File: config.mk
export PLATFORM = sky130hd
export DESIGN_NAME = ip_fp_i2f_seq_flat
export DESIGN_NICKNAME = d
export VERILOG_FILES = /design/src/rtl/ip_fp_pkg.sv /design/src/rtl/ip_fp_i2f_seq_if.sv /design/src/rtl/ip_fp_rnd_rne.sv /design/src/rtl/ip_fp_i2f_seq.sv /design/src/flat_wrapper.sv
export SDC_FILE = /design/constraint.sdc
export NUM_CORES = 1
export LEC_CHECK = 0
export BUFFER_PORTS_ARGS = -buffer_cell sky130_fd_sc_hd__buf_2
export CAP_MARGIN = 25
export CORE_ASPECT_RATIO = 1.1
export CORE_UTILIZATION = 30
export CTS_BUF_LIST = sky130_fd_sc_hd__clkbuf_2 sky130_fd_sc_hd__clkbuf_4 sky130_fd_sc_hd__clkbuf_8
export DETAILED_ROUTE_END_ITERATION = 6
export GPL_TIMING_DRIVEN = 0
export PLACE_DENSITY_LB_ADDON = 0.2
export SLEW_MARGIN = 20
export SYNTH_ARGS = -nofsm -noshare
export SYNTH_HDL_FRONTEND = slang
export SYNTH_SLANG_ARGS = --single-unit
File: constraint.sdc
create_clock -name clk -period 3.2 [get_ports clk]
set_input_delay 0.64 -clock clk [delete_from_list [all_inputs] [get_ports clk]]
set_output_delay 0.64 -clock clk [all_outputs]
set_load 0.01 [all_outputs]
File: src/rtl/ip_fp_pkg.sv
// Shared FP definitions: i2f FSM states, status bit indices,
// default FP16 format and FP16 zero/infinity encodings.
package ip_fp_pkg;

  localparam int DEF_EXP  = 5;
  localparam int DEF_FRAC = 10;
  localparam int DEF_BIAS = 15;

  localparam int ST_INEXACT = 0;
  localparam int ST_OVF     = 1;
  localparam int ST_ZERO    = 2;

  typedef enum logic [1:0] {
    S_IDLE,
    S_NORM,
    S_ROUND,
    S_DONE
  } i2f_state_t;

  localparam logic [DEF_EXP+DEF_FRAC:0] FP16_ZERO = '0;
  localparam logic [DEF_EXP+DEF_FRAC:0] FP16_INF =
    {1'b0, {DEF_EXP{1'b1}}, {DEF_FRAC{1'b0}}};

endpackage

File: src/rtl/ip_fp_i2f_seq_if.sv
// Handshake bundle for ip_fp_i2f_seq: input side (in_valid,
// in_ready, x) and output side (out_valid, out_ready, z, status).
interface ip_fp_i2f_seq_if #(
  parameter int P_INT  = 16,
  parameter int P_WORD = 16
);

  logic              in_valid;
  logic              in_ready;
  logic [P_INT-1:0]  x;
  logic              out_valid;
  logic              out_ready;
  logic [P_WORD-1:0] z;
  logic [7:0]        status;

  modport master (
    output in_valid, x, out_ready,
    input  in_ready, out_valid, z, status
  );

  modport slave (
    input  in_valid, x, out_ready,
    output in_ready, out_valid, z, status
  );

endinterface

File: src/rtl/ip_fp_rnd_rne.sv
// Round-to-nearest-even on a normalized mantissa with overflow to inf.
// In: i_exp, i_mant, i_guard, i_sticky. Out: o_ef, o_inexact, o_overflow.
module ip_fp_rnd_rne
  import ip_fp_pkg::*;
#(
  parameter int P_EXP  = DEF_EXP,
  parameter int P_FRAC = DEF_FRAC,
  parameter int P_EW   = P_EXP + 2
) (
  input  logic [P_EW-1:0]         i_exp,
  input  logic [P_FRAC:0]         i_mant,
  input  logic                    i_guard,
  input  logic                    i_sticky,
  output logic [P_EXP+P_FRAC-1:0] o_ef,
  output logic                    o_inexact,
  output logic                    o_overflow
);

  localparam logic [P_EW-1:0] L_EMAX =
    P_EW'((1 << P_EXP) - 1);

  logic              w_inc;
  logic [P_FRAC+1:0] w_sum;
  logic              w_carry;
  logic [P_EW-1:0]   w_exp;
  logic [P_FRAC-1:0] w_frac;
  logic              w_unused;

  assign w_inc   = i_guard & (i_sticky | i_mant[0]);
  assign w_sum   = {1'b0, i_mant} + (P_FRAC+2)'(w_inc);
  assign w_carry = w_sum[P_FRAC+1];
  assign w_exp   = i_exp + P_EW'(w_carry);

  // carry-out means the mantissa became 10.00..0
  assign w_frac  = w_carry ? '0 : w_sum[P_FRAC-1:0];

  assign o_overflow = (w_exp >= L_EMAX);
  assign o_inexact  = i_guard | i_sticky | o_overflow;

  assign o_ef = o_overflow
    ? {{P_EXP{1'b1}}, {P_FRAC{1'b0}}}
    : {w_exp[P_EXP-1:0], w_frac};

  // hidden bit is implied, not stored
  assign w_unused = w_sum[P_FRAC];

endmodule

File: src/rtl/ip_fp_i2f_seq.sv
// Iterative signed int to FP converter, one normalize bit per cycle.
// Ports: clk, rst, bus (slave). Macro IP_FP_I2F_STATUS_EN enables status.
module ip_fp_i2f_seq
  import ip_fp_pkg::*;
#(
  parameter int P_EXP  = DEF_EXP,
  parameter int P_FRAC = DEF_FRAC,
  parameter int P_BIAS = DEF_BIAS,
  parameter int P_WORD = 1 + P_FRAC + P_EXP,
  parameter int P_INT  = 16
) (
  input  logic           clk,
  input  logic           rst,
  ip_fp_i2f_seq_if.slave bus
);

  localparam int L_EW = $clog2(P_BIAS + P_INT) + 1;
  localparam logic [L_EW-1:0] L_EXP0 =
    L_EW'(P_BIAS + P_INT - 1);

  i2f_state_t        r_state;
  logic              r_in_ready;
  logic              r_out_valid;
  logic              r_sign;
  logic [P_INT-1:0]  r_mag;
  logic [L_EW-1:0]   r_exp;
  logic [P_WORD-1:0] r_z;

  logic [P_INT-1:0]  w_abs;
  logic [P_FRAC:0]   w_mant;
  logic              w_guard;
  logic              w_sticky;
  logic [P_WORD-2:0] w_ef;
  logic              w_inexact;
  logic              w_overflow;

  // -2^(P_INT-1) wraps to 2^(P_INT-1), valid as unsigned
  assign w_abs = bus.x[P_INT-1]
    ? ({P_INT{1'b0}} - bus.x) : bus.x;

  assign w_mant   = r_mag[P_INT-1 -: P_FRAC+1];
  assign w_guard  = r_mag[P_INT-P_FRAC-2];
  assign w_sticky = |(r_mag << (P_FRAC + 2));

  ip_fp_rnd_rne #(
    .P_EXP  (P_EXP),
    .P_FRAC (P_FRAC),
    .P_EW   (L_EW)
  ) u_rnd (
    .i_exp      (r_exp),
    .i_mant     (w_mant),
    .i_guard    (w_guard),
    .i_sticky   (w_sticky),
    .o_ef       (w_ef),
    .o_inexact  (w_inexact),
    .o_overflow (w_overflow)
  );

  assign bus.in_ready  = r_in_ready;
  assign bus.out_valid = r_out_valid;
  assign bus.z         = r_z;

`ifdef IP_FP_I2F_STATUS_EN
  logic [7:0] r_status;
  assign bus.status = r_status;
`else
  logic w_unused;
  assign bus.status = 8'h00;
  assign w_unused   = w_inexact ^ w_overflow;
`endif

  always_ff @(posedge clk) begin
    if (rst) begin
      r_state     <= S_IDLE;
      r_in_ready  <= 1'b1;
      r_out_valid <= 1'b0;
      r_sign      <= 1'b0;
      r_mag       <= '0;
      r_exp       <= '0;
      r_z         <= '0;
`ifdef IP_FP_I2F_STATUS_EN
      r_status    <= '0;
`endif
    end else begin
      unique case (r_state)
        S_IDLE: begin
          if (bus.in_valid) begin
            r_sign     <= bus.x[P_INT-1];
            r_mag      <= w_abs;
            r_exp      <= L_EXP0;
            r_in_ready <= 1'b0;
            if (w_abs == '0) begin
              r_z         <= '0;
              r_out_valid <= 1'b1;
              r_state     <= S_DONE;
`ifdef IP_FP_I2F_STATUS_EN
              r_status          <= '0;
              r_status[ST_ZERO] <= 1'b1;
`endif
            end else begin
              r_state <= S_NORM;
            end
          end
        end
        S_NORM: begin
          if (r_mag[P_INT-1]) begin
            r_state <= S_ROUND;
          end else begin
            r_mag <= r_mag << 1;
            r_exp <= r_exp - L_EW'(1);
          end
        end
        S_ROUND: begin
          r_z         <= {r_sign, w_ef};
          r_out_valid <= 1'b1;
          r_state     <= S_DONE;
`ifdef IP_FP_I2F_STATUS_EN
          r_status             <= '0;
          r_status[ST_INEXACT] <= w_inexact;
          r_status[ST_OVF]     <= w_overflow;
`endif
        end
        S_DONE: begin
          if (bus.out_ready) begin
            r_out_valid <= 1'b0;
            r_in_ready  <= 1'b1;
            r_state     <= S_IDLE;
          end
        end
        default: r_state <= S_IDLE;
      endcase
    end
  end

endmodule

File: src/flat_wrapper.sv
// flat-port wrapper written by rule: the top's interface ports become plain ports
module ip_fp_i2f_seq_flat import ip_fp_pkg::*;
#(
  parameter int P_EXP  = DEF_EXP,
  parameter int P_FRAC = DEF_FRAC,
  parameter int P_BIAS = DEF_BIAS,
  parameter int P_WORD = 1 + P_FRAC + P_EXP,
  parameter int P_INT  = 16
)
  (clk, rst, bus_in_valid, bus_x, bus_out_ready, bus_in_ready, bus_out_valid, bus_z, bus_status);
  ip_fp_i2f_seq_if #(.P_INT(P_INT), .P_WORD(P_WORD)) bus_i ();
  input  logic clk;
  input  logic rst;
  input wire logic [$bits(bus_i.in_valid)-1:0] bus_in_valid;
  input wire logic [$bits(bus_i.x)-1:0] bus_x;
  input wire logic [$bits(bus_i.out_ready)-1:0] bus_out_ready;
  output wire logic [$bits(bus_i.in_ready)-1:0] bus_in_ready;
  output wire logic [$bits(bus_i.out_valid)-1:0] bus_out_valid;
  output wire logic [$bits(bus_i.z)-1:0] bus_z;
  output wire logic [$bits(bus_i.status)-1:0] bus_status;
  assign bus_i.in_valid = bus_in_valid;
  assign bus_i.x = bus_x;
  assign bus_i.out_ready = bus_out_ready;
  assign bus_in_ready = bus_i.in_ready;
  assign bus_out_valid = bus_i.out_valid;
  assign bus_z = bus_i.z;
  assign bus_status = bus_i.status;
  ip_fp_i2f_seq #(.P_EXP(P_EXP), .P_FRAC(P_FRAC), .P_BIAS(P_BIAS), .P_WORD(P_WORD), .P_INT(P_INT)) u_core (.clk(clk), .rst(rst), .bus(bus_i));
endmodule
# Word-level counts from Yosys, hierarchy flattened
# Index checks and enable logic that the tools add are counted.
[op_classes] addsub=4 n_lt_le_gt_ge=1 eq_ne=8 mux=24 bitwise=2 n_reduce_logical=14
[op_table] operator="two-way mux 16 bit" count=5
[op_table] operator="one-hot mux 16 bit (2 select lines)" count=2
[op_table] operator="zero test 16 bit" count=1
[op_table] operator="subtractor 1 x 16 -> 16 bit, first input constant" count=1
[op_table] operator="two-way mux 15 bit" count=1
[op_table] operator="adder 11 x 1 -> 12 bit" count=1
[op_table] operator="two-way mux 6 bit" count=2
[op_table] operator="one-hot mux 6 bit (2 select lines)" count=1
[op_table] operator="AND reduction 3 bit" count=4
[op_table] operator="two-way mux 10 bit" count=1
[op_table] operator="two-way mux 2 bit" count=4
[op_table] operator="one-hot mux 2 bit (4 select lines)" count=1
[op_table] operator="adder 6 x 1 -> 6 bit" count=1
[op_table] operator=">= comparator 6 x 5 -> 1 bit, second input constant" count=1
[op_table] operator="!= test 2 bit, second input constant" count=3
[op_table] operator="nonzero test 2 bit" count=3
[op_table] operator="subtractor 6 x 1 -> 6 bit, second input constant" count=1
[op_table] operator="two-way mux 1 bit" count=5
[op_table] operator="equality test 2 bit, second input constant" count=2
[op_table] operator="!= test 2 x 1 -> 1 bit, second input constant" count=2
[op_table] operator="AND reduction 2 bit" count=2
[op_table] operator="AND reduction 4 bit" count=1
[op_table] operator="OR reduction 4 bit" count=1
[op_table] operator="one-hot mux 1 bit (3 select lines)" count=1
[op_table] operator="other kinds (6)" count=6
[word_totals] register_bits=43 inputBits=20 elab_cells=61

# Longest topological paths before layout
# Gate-level depths: netlist of run 1.
[depth] depth_word=8 depth_mapped=12 mapped_depth_nobuf=12

# Modules after synthesis
# A second synthesis of run 1 with hierarchy kept.
[unflattened] cells_unflattened=421 hier_area_um2=3329.4
[by_module_without_submodules] mod="ip_fp_i2f_seq" instances=1 cells_each=364 area_per_inst_um2=2912.8 seq_area_each_um2=860.8
[by_module_without_submodules] mod="ip_fp_rnd_rne" instances=1 cells_each=57 area_per_inst_um2=416.6 seq_area_each_um2=0.0

# Least setup slack after synthesis of run 1
# Ideal clock, no wire load.
[synth_path] kind="input-to-reg" start="input port bus_x[7]" end="register u_core.r_z[7] (netlist: u_core.bus.z[7])" setup_time_ns=0.123 arrival_ns=3.056 setup_slack_ns=0.021 stages=10 path_buffers=3 path_cell_list="buf_2 -> or4_4 -> buf_6 -> o41ai_2 -> xor2_1 -> nand4b_4 -> or3_1 -> buf_6 -> nand2_2 -> mux2_1"
[synth_via] elab_chain_len=5
[synth_lines] element="start: declaration" line="flat_wrapper.sv:15" source="input wire logic [$bits(bus_i.x)-1:0] bus_x;"
[synth_lines] element="subtractor 1 x 16 -> 16 bit" line="ip_fp_i2f_seq.sv:39" source="? ({P_INT{1'b0}} - bus.x) : bus.x;"
[synth_lines] element="two-way mux 16 bit (*)" line="ip_fp_i2f_seq.sv:39"
[synth_lines] element="zero test 16 bit (*)" line="ip_fp_i2f_seq.sv:92" source="if (w_abs == '0) begin"
[synth_lines] element="!= test 2 x 1 -> 1 bit (no line) (*)"
[synth_lines] element="AND reduction 3 bit (no line) (*)"
[synth_lines] element="end signal: assignment" line="ip_fp_i2f_seq.sv:114" source="r_z <= {r_sign, w_ef};"
[synth_lines] element="end: declaration" line="ip_fp_i2f_seq.sv:27" source="logic [P_WORD-1:0] r_z;"
# Mark *: on every way between the ends. The rest lies on a longest branch, timed or not.
# A chain may end at the register's enable or synchronous reset.

# Worst setup path after layout of run 1
[layout_path] start="input port bus_x[7]" end="register u_core.r_z[9] (netlist: u_core.bus.z[9])"
# The elaborated chain is that of the path after synthesis.

==> flow_metrics.py, run 1 <==
metrics = {
    "worst_setup_path": {
        "path_max_fanout": 8,
        "worstPathRequired_ps": 3390,
        "crit_start": "bus_x[7]",
        "r2r-start": "u_core.r_mag[8]",
        "cp_data_arrival_time_ps": 3250,
        "end_kind": "register",
        "reg2reg_slack_ps": 180,
        "critical_path_class": "input pin to register",
        "startpoint_type": "input pin",
    },
    "place": {
        "gp_congestion": 0.789,
        "place.port_buffers": 32,
        "pre_cts_ws_ps": -275,
        "placed_area_mm2": 0.00326,
        "hpwl_mm": 5.97,
        "dp_cells": 511,
    },
    "status": {
        "run_status": "complete, no violations",
    },
    "grt": {
        "grt_max_degree": 13,
        "grt_pass1_wl_mm": 13.0,
        "antenna_found_initial": 0,
        "grt_pass1_vias": 2587,
        "grt_remaining_overflow": 0,
        "track_usage": 0.165,
    },
    "cells_and_area": {
        "final_cell_mix": "nor2_1 (36), dfxtp_1 (36), buf_2 (34)",
        "fin_nets": 434,
        "syn_to_final_growth_pct": 18.6,
        "final_area_mm2": 0.00347,
        "antenna_cells": 0,
        "layout-drive-gt1-share": 0.225,
        "finalNonFillerCells": 522,
    },
    "floorplanning": {
        "floorplan.initialDensity": 0.311,
        "coreArea_mm2": 0.00940,
        "ios": 46,
        "row_count": 37,
        "dieArea_mm2": 0.0102,
        "die_h_um": 106,
        "die_x_um": 96.2,
    },
    "cts": {
        "cts-buffers-inserted": 5,
        "clk_path_buf_depth": 2,
        "cts_tree": "built",
        "worstSkewPairLatency_ps": 300,
        "htree_num_levels": 2,
        "clk_pin_slew_ps": 90,
        "cts_root_buf": "clkbuf_8",
        "numClockSinks": 43,
    },
    "sta": {
        "max_freq_mhz": 327,
        "slew_viol_final": 0,
        "fin_crit_sh": 0.956,
        "tightest_slew_ps": 609,
        "finalSetupViolCount": 0,
        "fin_ws_ps": 142,
        "finClkSkew_ps": 9.13,
        "hold_violations": 0,
        "setup_tns_ps": 0,
        "max_slew_margin": 0.593,
        "min_period_ps": 3060,
    },
    "detailed_routing": {
        "drt_iter0_markers": 119,
        "drc_errors": 0,
        "routed_via_density": 5.22,
        "routed_wl_mm": 7.81,
        "ant_nets": 0,
        "vias": 2724,
        "wl_per_cell_um": 15.0,
        "drt_first_pass_iters": 4,
    },
    "job": {
        "cap_violations": 0,
    },
    "yosys": {
        "synth_cells": 355,
        "avgSynthCellArea_um2": 8.24,
        "synth_flop_cell": "dfxtp_1",
        "synth_edf_count": 0,
        "yosys_warnings": 0,
        "synth_cell_types": 58,
        "ys_ff_latch": 43,
        "synth-async-reset-ratio": 0,
        "syn_area_mm2": 0.00293,
        "ys_seq_area_frac": 0.294,
    },
    "power_and_ir_drop": {
        "p_int_mw": 1.29,
        "clkPwrFrac": 0.160,
        "powerDensity_mw_per_mm2": 656,
        "p_comb_frac": 0.465,
        "finalPower_mw": 2.27,
        "p_sw_frac": 0.432,
        "leakage_nw": 1.36,
        "sequentialPowerShare": 0.375,
        "peakVddDrop_v": 0.000219,
        "switchingPower_mw": 0.983,
    },
    "min_path": {
        "hold_path_class": "register to register",
        "hold_start": "u_core.bus.z[4]",
    },
}
## logic make-up (layout without fill, tap and decap cells)
logic type	Yosys count	after routing	share of synthesized area
flip-flops	43	43	0.294
XOR/XNOR	30	30	0.0898
multiplexers	4	4	0.0150
AND/OR/NAND/NOR	135	135	0.252
adder cells (fa/ha/maj)	9	9	0.0385
other	1	8	0.00128
AO/OA/AOI/OAI	91	91	0.237
buffers and inverters	42	85	0.0727
## power groups by stage
| stage | clock network [mW] | logic, mW | registers, mW |
|---|---|---|---|
| 2_1_floorplan | 0 | 0.772 | 0.817 |
| 3_3_place_gp | 0 | 1.01 | 0.844 |
| 3_5_place_dp | 0 | 1.03 | 0.846 |
| 4_1_cts | 0.370 | 1.03 | 0.838 |
| 5_1_grt | 0.392 | 1.19 | 0.878 |
| 6_report | 0.363 | 1.06 | 0.854 |
## final cells by class
class | count | area, um2
inverters | 12 | 45.0
flip-flops and latches | 43 | 877
multi-input cells | 277 | 1950
well taps | 117 | 146
clock buffers | 6 | 82.6
repair buffers | 36 | 190
plain buffers | 30 | 168
clock inverters | 1 | 5.00
fillers | 1011 | 5930
## registers in the layout, summed over array words and instances (netlist names)
signal / flops
u_core.r_sign: 1
u_core.bus.z: 16
u_core.bus.in_ready: 1
u_core.r_exp: 6
u_core.bus.out_valid: 1
u_core.r_mag: 16
u_core.r_state: 2
## final timing paths
path	endpoint	cells after the start
max reg2reg	u_core.bus.z[5]	12
min reg2reg	u_core.bus.z[4]	1
max	u_core.bus.z[9]	10
min	u_core.bus.z[4]	1
## Yosys cell counts (4+ instances only)
master / instances / area share
dfxtp_1: 43 / 0.29
nor2_1: 36 / 0.046
nand2_1: 18 / 0.023
xnor2_1: 18 / 0.054
clkbuf_1: 17 / 0.022
a21oi_1: 14 / 0.024
o211ai_1: 14 / 0.036
nor3_1: 13 / 0.022
o21ai_0: 13 / 0.022
inv_1: 12 / 0.015
nand3_1: 12 / 0.021
xor2_1: 12 / 0.036
ha_1: 9 / 0.038
nand2b_1: 9 / 0.019
buf_4: 8 / 0.021
a22o_1: 7 / 0.021
and3_1: 7 / 0.015
nor2b_1: 6 / 0.013
a222oi_1: 5 / 0.017
a2111oi_0: 4 / 0.012
a211oi_1: 4 / 0.010
a22oi_1: 4 / 0.010
a31oi_1: 4 / 0.0086
nand3b_1: 4 / 0.010
nand4_1: 4 / 0.0086
o41ai_2: 4 / 0.022
or2_2: 4 / 0.0086
or3_1: 4 / 0.0086
## stage by stage
stage,hold slack (ps),util
2_1_floorplan,441,-
3_3_place_gp,461,0.347
3_5_place_dp,461,0.347
4_1_cts,481,0.358
5_1_grt,490,0.369
6_report,478,0.369
## critical path, cell delays in order
cell	delay (ps)
buf_2	150
or4_4	520
buf_6	150
o41ai_2	300
xor2_2	300
nand4b_4	190
or3_1	390
buf_6	150
nand2_2	130
mux2_1	330
## layer usage
layer | share of wire | track usage
met3 | 0.042 | 0.0231
met1 | 0.48 | 0.228
met2 | 0.47 | 0.266
met5 | 0 | 0
met4 | 0.0094 | 0.0405
## what timing repair did
item | 4_1_cts | 5_1_grt
setup buffers | 0 | 4
endpoints found under the setup margin | 7 | 10
endpoints found under the hold margin | 0 | 0
hold buffers | 0 | 0
pin swaps | 0 | 4
resized for setup | 3 | 19
No activity file was read; power rests on OpenSTA's default activity.
==> run 2: changes to the inputs <==
Settings changed: SYNTH_HIERARCHICAL set to 1.
==> run 2 against run 1 <==
Synthesized cell count rose by 18%; via count rose by 18%; synthesized area rose by 14%; highest routed layer unchanged.
==> flow_metrics.py, run 2 <==
metrics = {
    "detailed_routing": {
        "wl_per_cell_um": 15.2,
        "routed_wl_mm": 9.31,
        "ant_nets": 0,
        "wl_met2_mm": 4.27,
        "topRoutingLayerUsed": "met4",
        "routed_via_density": 5.23,
        "drt_first_pass_iters": 4,
        "met1_length_mm": 4.63,
        "drc_errors": 0,
        "drt_iter0_markers": 124,
        "dr_wl_met3_um": 236,
        "vias": 3203,
    },
    "grt": {
        "track_usage": 0.166,
        "grt_pass1_vias": 3073,
        "antenna_found_initial": 0,
        "grt_remaining_overflow": 0,
        "grt_max_degree": 13,
        "grt_pass1_wl_mm": 15.2,
    },
    "sta": {
        "max_slew_margin": 0.592,
        "finClkSkew_ps": 6.64,
        "tightest_slew_ps": 612,
        "slew_viol_final": 0,
        "max_freq_mhz": 317,
        "hold_violations": 0,
        "fin_hold_ws_ps": 482,
        "min_period_ps": 3150,
        "finalSetupViolCount": 0,
        "fin_crit_sh": 0.986,
    },
    "yosys": {
        "syn_area_mm2": 0.00332,
        "synth_cells": 420,
        "yosys_warnings": 6,
        "avgSynthCellArea_um2": 7.91,
    },
    "floorplanning": {
        "die_x_um": 102,
        "floorplan.initialDensity": 0.314,
        "ios": 46,
        "coreArea_mm2": 0.0106,
        "die_h_um": 112,
        "dieArea_mm2": 0.0115,
        "row_count": 39,
    },
    "status": {
        "run_status": "complete, no violations",
    },
    "cells_and_area": {
        "antenna_cells": 0,
        "regArea_um2": 861,
        "layout-drive-gt1-share": 0.215,
        "fill_cells": 1164,
        "syn_to_final_growth_pct": 18.3,
        "multiInputGateArea_mm2": 0.00221,
        "final_cell_mix": "dfxtp_1 (43), inv_1 (35), buf_2 (32)",
        "fin_nets": 500,
        "final_area_mm2": 0.00393,
        "final_core_utilization": 0.371,
        "layout_commonest_cell": "dfxtp_1",
    },
    "place": {
        "placed_area_mm2": 0.00370,
        "hpwl_mm": 6.92,
        "gp_congestion": 0.856,
        "place.port_buffers": 31,
    },
    "min_path": {
        "hold_start": "u_core/r_sign",
        "hold_path_class": "register to register",
        "min_path_cells": 2,
        "hold-path-endpoint": "u_core/r_sign",
    },
    "worst_setup_path": {
        "path_max_fanout": 7,
        "cp_data_arrival_time_ps": 3380,
        "crit_start": "bus_x[9]",
        "rr_endpoint": "u_core/bus.z[1]",
        "critical_path_class": "input pin to register",
        "startpoint_type": "input pin",
        "worstPathRequired_ps": 3420,
        "reg2reg_slack_ps": 190,
        "r2r-start": "u_core/r_mag[1]",
        "rr_worst_depth": 14,
        "end_kind": "register",
    },
    "cts": {
        "htree_num_levels": 2,
        "clk_pin_slew_ps": 80,
        "cts-buffers-inserted": 5,
        "numClockSinks": 43,
        "cts_root_buf": "clkbuf_8",
        "cts_hold_buf": 0,
        "clk_path_buf_depth": 2,
        "worstSkewPairLatency_ps": 290,
        "cts_tree": "built",
    },
    "power_and_ir_drop": {
        "finalPower_mw": 2.65,
        "peakVddDrop_v": 0.000267,
        "powerDensity_mw_per_mm2": 674,
        "leakage_nw": 1.52,
    },
    "job": {
        "cap_violations": 0,
    },
}
## run 2: worst max path at each step
stage,endpoint,slack [ps],depth (start not counted)
4_1_cts,u_core/bus.z[12],30,10
5_1_grt,u_core/bus.z[4],-6,9
3_3_place_gp,u_core/bus.z[12],-300,11
3_5_place_dp,u_core/bus.z[12],-320,11
2_1_floorplan,u_core/bus.z[6],-150,11
6_report,u_core/bus.z[8],50,9
## run 2: final cells by class
cell class / instances / share of cell area
Buffer: 38 / 0.0576
Timing Repair Buffer: 38 / 0.0599
Tap cell: 143 / 0.0455
Clock buffer: 7 / 0.0213
Clock inverter: 1 / 0.00127
Sequential cell: 43 / 0.219
Inverter: 35 / 0.0334
Multi-Input combinational cell: 308 / 0.562
## run 2: power by group
part / total (mW) / switching, mW / internal, mW
sequential: 0.923 / 0.213 / 0.710
clock: 0.359 / 0.188 / 0.171
combinational: 1.37 / 0.836 / 0.531
total: 2.65 / 1.24 / 1.41
## run 2: critical path: stages
cell      delay, ps
buf_6           100
or4_4           570
or4_4           570
and4_4          180
o31a_1          320
and4_4          250
buf_8           140
or4b_4          530
o211ai_2         70
## run 2: through the flow
stage / setup slack, ps / instances / setup TNS, ps
floorplan: -146 / 427 / -1170
finish: 46.1 / 613 / 0
CTS: 27.4 / 608 / 0
detailed placement: -320 / 601 / -4130
global placement: -297 / 601 / -3640
global route: -6.34 / 613 / -6.34
## run 2: metal layers
layer  vias to the layer above  GRT usage
met5                         -          0
met4                         0     0.0476
met3                        17     0.0218
met2                        73      0.281
met1                      1513      0.219
li1                       1600          -
## run 2: repair_timing
action / CTS / global route
resized for setup: 0 / 29
pin swaps: 0 / 12
setup endpoints to repair: 8 / 16
gates cloned: 0 / 1
buffers inserted: 0 / 6
==> run 3: changes to the inputs <==
Settings changed: BUFFER_PORTS_ARGS -buffer_cell sky130_fd_sc_hd__buf_2 to -buffer_cell sky130_fd_sc_hd__buf_4.
==> run 3 against run 2 <==
Sequential power barely moved; worst setup slack got worse by 18 ps; clock skew rose by 2.7 ps; register-to-register slack barely moved; global-route usage fell by 0.11 points; combinational power barely moved; via count fell by 0.91%; flip-flop and latch count did not move; sequential share of layout area fell by 0.24 points; critical path depth did not move; largest cell class unchanged.
==> flow_metrics.py, run 3 (synthesis results as in run 2) <==
metrics = {
    "cells_and_area": {
        "syn_to_final_growth_pct": 19.6,
        "fill_cells": 1124,
        "finalNonFillerCells": 611,
        "layout_commonest_cell": "dfxtp_1",
        "antenna_cells": 0,
        "fin_nets": 498,
        "final_area_mm2": 0.00397,
        "layout-drive-gt1-share": 0.205,
        "final_cell_mix": "dfxtp_1 (43), buf_4 (42), inv_1 (35)",
    },
    "grt": {
        "grt_pass1_wl_mm": 15.1,
        "grt_max_degree": 14,
        "grt_pass1_vias": 3073,
        "grt_remaining_overflow": 0,
        "antenna_found_initial": 0,
        "track_usage": 0.165,
    },
    "detailed_routing": {
        "routed_wl_mm": 9.19,
        "ant_nets": 0,
        "drt_iter0_markers": 179,
        "drc_errors": 0,
        "wl_per_cell_um": 15.0,
        "routed_via_density": 5.19,
        "vias": 3174,
        "drt_first_pass_iters": 4,
    },
    "worst_setup_path": {
        "path_max_fanout": 6,
        "worstPathRequired_ps": 3440,
        "startpoint_type": "input pin",
        "critical_path_class": "input pin to register",
        "cp_data_arrival_time_ps": 3410,
        "end_kind": "register",
    },
    "cts": {
        "numClockSinks": 43,
        "htree_num_levels": 2,
        "cts_root_buf": "clkbuf_8",
        "cts_tree": "built",
        "clk_path_buf_depth": 2,
        "worstSkewPairLatency_ps": 300,
        "cts-buffers-inserted": 5,
        "clk_pin_slew_ps": 90,
    },
    "status": {
        "run_status": "complete, no violations",
    },
    "sta": {
        "finClkSkew_ps": 9.29,
        "tightest_slew_ps": 610,
        "fin_crit_sh": 0.991,
        "finalSetupViolCount": 0,
        "hold_violations": 0,
        "fin_hold_ws_ps": 471,
        "slew_viol_final": 0,
        "min_period_ps": 3170,
        "max_slew_margin": 0.594,
        "max_freq_mhz": 315,
    },
    "power_and_ir_drop": {
        "leakage_nw": 1.50,
        "peakVddDrop_v": 0.000214,
        "powerDensity_mw_per_mm2": 679,
        "finalPower_mw": 2.70,
    },
    "place": {
        "gp_congestion": 0.840,
        "hpwl_mm": 6.85,
        "place.port_buffers": 31,
        "dp_cells": 601,
        "placed_area_mm2": 0.00378,
    },
    "floorplanning": {
        "die_h_um": 112,
        "ios": 46,
        "floorplan.initialDensity": 0.314,
        "coreArea_mm2": 0.0106,
        "dieArea_mm2": 0.0115,
        "row_count": 39,
        "die_x_um": 102,
    },
    "job": {
        "cap_violations": 0,
    },
    "min_path": {
        "hold_path_class": "register to register",
    },
}
## run 3: power breakdown
group / total, mW / switching (mW) / internal [mW]
registers: 0.920 / 0.210 / 0.710
logic: 1.38 / 0.829 / 0.552
clock network: 0.397 / 0.200 / 0.197
total: 2.70 / 1.24 / 1.46
## run 3: worst max-delay path: stages
cell and delay, ps:
buf_6 110, or4_4 570, or4_4 580, and4_4 180, o31a_1 320, and4_4 250, clkbuf_16 160, or4b_1 530
o211ai_2 70
## run 3: area by class of cell
cell class	count	area, um2	share of cell area
clock inverter	1	7.51	0.00189
tap	143	179	0.0450
timing repair buffer	37	303	0.0762
multi-input combinational	308	2180	0.549
inverter	35	131	0.0331
buffer	37	215	0.0542
clock buffer	7	96.3	0.0242
sequential	43	861	0.217
## run 3: worst paths after layout
kind	start	slack [ps]	cells past startpoint	end
worst min-delay path	u_core/r_sign	470	2	u_core/r_sign
worst max-delay path	bus_x[9]	30	9	u_core/bus.z[6]
worst max register to register	u_core/r_mag[1]	200	14	u_core/bus.z[1]
worst min register to register	u_core/r_sign	470	2	u_core/r_sign
## run 3: layer usage
metal / routed length [um] / track usage / share of wire
met1: 4400 / 0.217 / 0.48
met2: 4370 / 0.280 / 0.48
met3: 328 / 0.0205 / 0.036
met4: 96 / 0.0476 / 0.010
met5: 0 / 0 / 0
## run 3: what timing repair did
item,4_1_cts,5_1_grt
endpoints found under the hold margin,0,0
gates cloned,0,1
hold buffers,0,0
buffers inserted,0,5
gates resized for setup,0,18
pin swaps,0,10
setup endpoints to repair,8,16
## run 3: metrics by stage
step | utilization | setup slack [ps] | setup TNS (ps)
after floorplan | - | -146 | -1170
after global placement | 0.357 | -298 | -3640
after detailed placement | 0.357 | -332 | -4280
after CTS | 0.367 | 32.2 | 0
after global routing | 0.375 | -4.48 | -6.13
final | 0.375 | 27.8 | 0
